### src/rtl/datapath_seq.sv
// Instruction sequencer driving a register-file/ALU datapath: ALU ops, LDI, HALT, illegal trap.
// Optional macro DATAPATH_SEQ_FLAGS_EN adds architectural zero/carry flags updated on ALU writeback.
module datapath_seq #(
  parameter int DATA_W = 8
) (
  input  logic              clk,
  input  logic              rst,
  input  logic              instr_valid,
  input  logic [15:0]       instr,
  output logic              instr_ready,
  input  logic [DATA_W-1:0] alu_result,
  input  logic              alu_zero,
  input  logic              alu_carry,
  output logic [3:0]        ra_addr,
  output logic [3:0]        rb_addr,
  output logic [2:0]        alu_opcode,
  output logic [3:0]        write_addr,
  output logic [DATA_W-1:0] write_data,
  output logic              write_en,
  output logic              busy,
  output logic              done,
  output logic              error,
  output logic              halted,
  output logic              zero_flag,
  output logic              carry_flag
);

  localparam logic [2:0] IDLE = 3'd0;
  localparam logic [2:0] READ = 3'd1;
  localparam logic [2:0] EXEC = 3'd2;
  localparam logic [2:0] WB   = 3'd3;
  localparam logic [2:0] TRAP = 3'd4;
  localparam logic [2:0] HALT = 3'd5;

  logic [2:0]        state;
  logic [2:0]        state_nxt;
  logic              accept;
  logic              alu_path;
  logic [15:0]       instr_p0;
  logic [DATA_W-1:0] result_p1;

  assign accept = instr_valid && (state == IDLE);

  always_comb begin
    state_nxt = state;
    case (state)
      IDLE: begin
        if (instr_valid) begin
          if (!instr[15])                  state_nxt = READ;
          else if (instr[15:12] == 4'b1000) state_nxt = WB;
          else if (instr[15:12] == 4'b1001) state_nxt = HALT;
          else                              state_nxt = TRAP;
        end
      end
      READ:    state_nxt = EXEC;
      EXEC:    state_nxt = WB;
      WB:      state_nxt = IDLE;
      TRAP:    state_nxt = IDLE;
      HALT:    state_nxt = HALT;
      default: state_nxt = IDLE;
    endcase
  end

  always_ff @(posedge clk) begin
    if (rst) state <= IDLE;
    else     state <= state_nxt;
  end

  // Stage p0: instruction latch, written only on acceptance
  always_ff @(posedge clk) begin
    if (accept) instr_p0 <= instr;
  end

  // Stage p1: ALU result captured in EXEC
  always_ff @(posedge clk) begin
    if (state == EXEC) result_p1 <= alu_result;
  end

`ifdef DATAPATH_SEQ_FLAGS_EN
  logic zero_pend_p1;
  logic carry_pend_p1;
  logic zero_flag_q;
  logic carry_flag_q;

  always_ff @(posedge clk) begin
    if (state == EXEC) begin
      zero_pend_p1  <= alu_zero;
      carry_pend_p1 <= alu_carry;
    end
  end

  // Only an ALU writeback commits flags; LDI also passes through WB
  always_ff @(posedge clk) begin
    if (rst) begin
      zero_flag_q  <= 1'b0;
      carry_flag_q <= 1'b0;
    end else if (state == WB && !instr_p0[15]) begin
      zero_flag_q  <= zero_pend_p1;
      carry_flag_q <= carry_pend_p1;
    end
  end

  assign zero_flag  = zero_flag_q;
  assign carry_flag = carry_flag_q;
`else
  logic unused_flag_inputs;
  assign unused_flag_inputs = alu_zero ^ alu_carry;
  assign zero_flag  = 1'b0;
  assign carry_flag = 1'b0;
`endif

  // Operand fields are only presented while an ALU op is in flight
  assign alu_path   = (state == READ || state == EXEC || state == WB) && !instr_p0[15];
  assign ra_addr    = alu_path ? instr_p0[7:4]   : 4'd0;
  assign rb_addr    = alu_path ? instr_p0[3:0]   : 4'd0;
  assign alu_opcode = alu_path ? instr_p0[14:12] : 3'd0;

  assign write_en   = (state == WB);
  assign write_addr = write_en ? instr_p0[11:8] : 4'd0;
  assign write_data = !write_en   ? '0 :
                      instr_p0[15] ? DATA_W'(instr_p0[7:0]) : result_p1;

  assign instr_ready = (state == IDLE);
  assign busy        = (state == READ) || (state == EXEC) || (state == WB) || (state == TRAP);
  assign done        = (state == WB);
  assign error       = (state == TRAP);
  assign halted      = (state == HALT);

endmodule
### config.mk
export PLATFORM = sky130hd
export DESIGN_NAME = datapath_seq
export DESIGN_NICKNAME = d
export VERILOG_FILES = /design/src/rtl/datapath_seq.sv
export SDC_FILE = /design/constraint.sdc
export NUM_CORES = 1
export LEC_CHECK = 0
export ABC_AREA = 1
export CAP_MARGIN = 20
export CORE_MARGIN = 2
export CORE_UTILIZATION = 41
export DETAILED_ROUTE_END_ITERATION = 16
export PLACE_DENSITY = 0.77
export SLEW_MARGIN = 20
export SYNTH_ARGS = -nofsm -noshare
export SYNTH_HDL_FRONTEND = slang
export SYNTH_SLANG_ARGS = --single-unit
### constraint.sdc
create_clock -name clk -period 2.8 [get_ports clk]
set_input_delay 0.56 -clock clk [delete_from_list [all_inputs] [get_ports clk]]
set_output_delay 0.56 -clock clk [all_outputs]
set_load 0.005 [all_outputs]
==> qor.yml, run 1 <==
placement:
  dp_hpwl_mm: 2.17
  port_buffers: 55
  gp_congestion: 0.784
  dp.cells: 232
synth:
  synth.yosys.seq_area_share_pct: 57.4
  ys_ff_latch: 27
  yosys_warnings: 0
  avgSynthCellArea_um2: 9.94
  synthCells: 137
  yosys.cell_types.count: 21
  syn-cell-area_mm2: 0.00136
clock_tree:
  h-tree-depth: 1
  clkLatencyLatePin_ps: 310
  cts_sinks: 27
  clk_pin_slew_worst_paths_ps: 130
  cts_tree: "done"
  cts_root_buf: "clkbuf_4"
  cts_buffers: 3
  cts_buffer_depth: 2
  post_cts_buffers: 0
  ctsHoldBuffers: 0
  ctsResizeCount: 0
setup_path:
  critical_path_arrival_ps: 1970
  setup.worst_path.class: "reg -> out"
  crit_path_max_fanout: 11
  crit_path_max_incr_delay_ps: 530
  setup.worst_path.end_class: "primary output"
  worstPathRequired_ps: 2240
  rrSetupSlack_ps: 1380
  path_cells: "inv_2 -> nand2_4 -> nand3_4 -> nor2_1 -> clkdlybuf4s50_1"
  cp_slowest_cell: "clkdlybuf4s50_1"
  startpoint_type: "flip-flop"
  crit_family: "buffers and inverters"
  crit_buf_inv: 2
floorplanning:
  ioPinCount: 60
  die_w_um: 61.6
  fp.dieH_um: 61.6
  core_area_mm2: 0.00310
  rows: 20
  die_area_mm2: 0.00380
  start_util_pct: 43.9
detailed_routing:
  wl_met3_um: 264
  vias_per_cell: 4.35
  drt_pass1_iterations: 4
  drt_iter0_markers: 46
  maxUsedRoutingLayer: "met4"
  ant_nets: 0
  drt-met1-wl_mm: 1.02
  wl_met2_mm: 1.35
  dr_total_vias: 1026
  routed_wl_mm: 2.65
  drc: 0
  wl_per_cell_um: 11.2
cells_and_area:
  drive_above_1_share_pct: 12.5
  nFillCells: 283
  final_cell_mix: "55 x clkdlybuf4s50_1, 27 x inv_1, 27 x nand2_1, 24 x edfxtp_1, 13 x nor2_1"
  final_common_cell: "clkdlybuf4s50_1"
  utilization_pct: 62.9
  area_delta_synth_final_pct: 43.4
  fin_cells: 236
  nets: 222
  antenna_cells: 0
hold_path:
  hold_class: "reg -> reg"
power_and_ir_drop:
  total_power_uw: 932
  vdd_ir_drop_max_mv: 0.268
  power.density_mw_per_mm2: 478
  leakage_uw: 0.000828
timing:
  period_share_pct: 90.2
  slew_headroom_pct: 58.6
  fin_worst_skew_ps: 6.49
  hold_ws_ps: 622
  worst_pin_slew_ps: 619
  final_hold_viol_count: 0
  timing.setup.tns_ps: 0
  fin_crit_ps: 2530
  drv_slew: 0
  setup_violations: 0
  max_freq_ghz: 0.396
  rsz0062_at_grt: "false"
global_routing:
  antenna_found_initial: 0
  grt_overflow: 0
  grt_pass1_vias: 1004
  gr-usage-all-layers_pct: 15.2
  grt_start_max_net_pins: 18
  grt_pass1_wl_mm: 4.22
outcome:
  outcome: "finished, final reports clean"
run:
  cap_violations: 0
through the flow:
step | instance area (um2) | setup WS, ps
global route | 1950 | 111
global placement | 1920 | 639
floorplan | 1370 | 633
CTS | 1950 | 241
detailed placement | 1920 | 635
finish | 1950 | 275
worst min-delay path, cell delays in order, from the launching register on:
cell,delay (ps)
dfxtp_1,400
nand3_1,130
a21oi_1,70
flip-flops by register name (all words and copies together) (netlist names):
signal and cells:
instr_p0 16, result_p1 8, state 3
power breakdown:
part           switching [uW]  internal (uW)
Clock                     103           53.3
Combinational             139            125
Sequential               20.8            491
synthesized netlist by cell type:
cell type	n	area (um2)
inv_2	4	15.0
o21ai_0	9	45.0
nand3_2	1	10.0
nand2_4	1	11.3
dfxtp_1	3	60.1
edfxtp_1	24	721
nand3_1	3	15.0
buf_12	1	20.0
inv_4	1	6.26
xor2_1	1	8.76
conb_1	1	3.75
nor2_4	10	113
buf_6	1	11.3
nand2_1	27	101
a21oi_1	4	20.0
buf_4	3	22.5
buf_2	1	5.00
inv_1	27	101
nor3_1	1	5.00
nor2_1	13	48.8
nand3_4	1	17.5
worst paths after layout:
check,startpoint,endpoint,cells after the start
worst max-delay path,state[0],alu_opcode[2],5
worst min-delay path,state[0],state[2],2
worst max register to register,state[0],result_p1[3],3
worst min register to register,state[0],state[2],2
layout make-up:
| type | count | area [um2] | share of cell area, % |
|---|---|---|---|
| tap | 44 | 55.1 | 2.82 |
| clock buffer | 3 | 22.5 | 1.15 |
| multi-input combinational | 73 | 408 | 20.9 |
| clock inverter | 1 | 5.00 | 0.256 |
| sequential | 27 | 781 | 40.0 |
| timing repair buffer | 56 | 558 | 28.6 |
| inverter | 32 | 123 | 6.28 |
layer usage:
layer  vias to the layer above  track usage (%)
met1                       455             17.3
li1                        524                -
met4                         0             4.86
met5                         -                0
met3                         2             3.57
met2                        45             27.8
cells by family after synthesis:
group | Yosys count | share of synthesized area, %
simple gates | 57 | 23.6
xor+xnor | 1 | 0.643
other cells | 1 | 0.275
compound gates | 13 | 4.78
buf+inv | 38 | 13.3
flops | 27 | 57.4
Power figures use the tool's default switching activity.
==> run 2, diff against run 1 <==
--- a/config.mk
+++ b/config.mk
@@ -11,6 +11,7 @@
 export CORE_UTILIZATION = 41
 export DETAILED_ROUTE_END_ITERATION = 16
 export PLACE_DENSITY = 0.77
+export SKIP_LAST_GASP = 1
 export SLEW_MARGIN = 20
 export SYNTH_ARGS = -nofsm -noshare
 export SYNTH_HDL_FRONTEND = slang
==> results of run 2 <==
No change in the layout: final DEF, timing and power equal those of run 1.
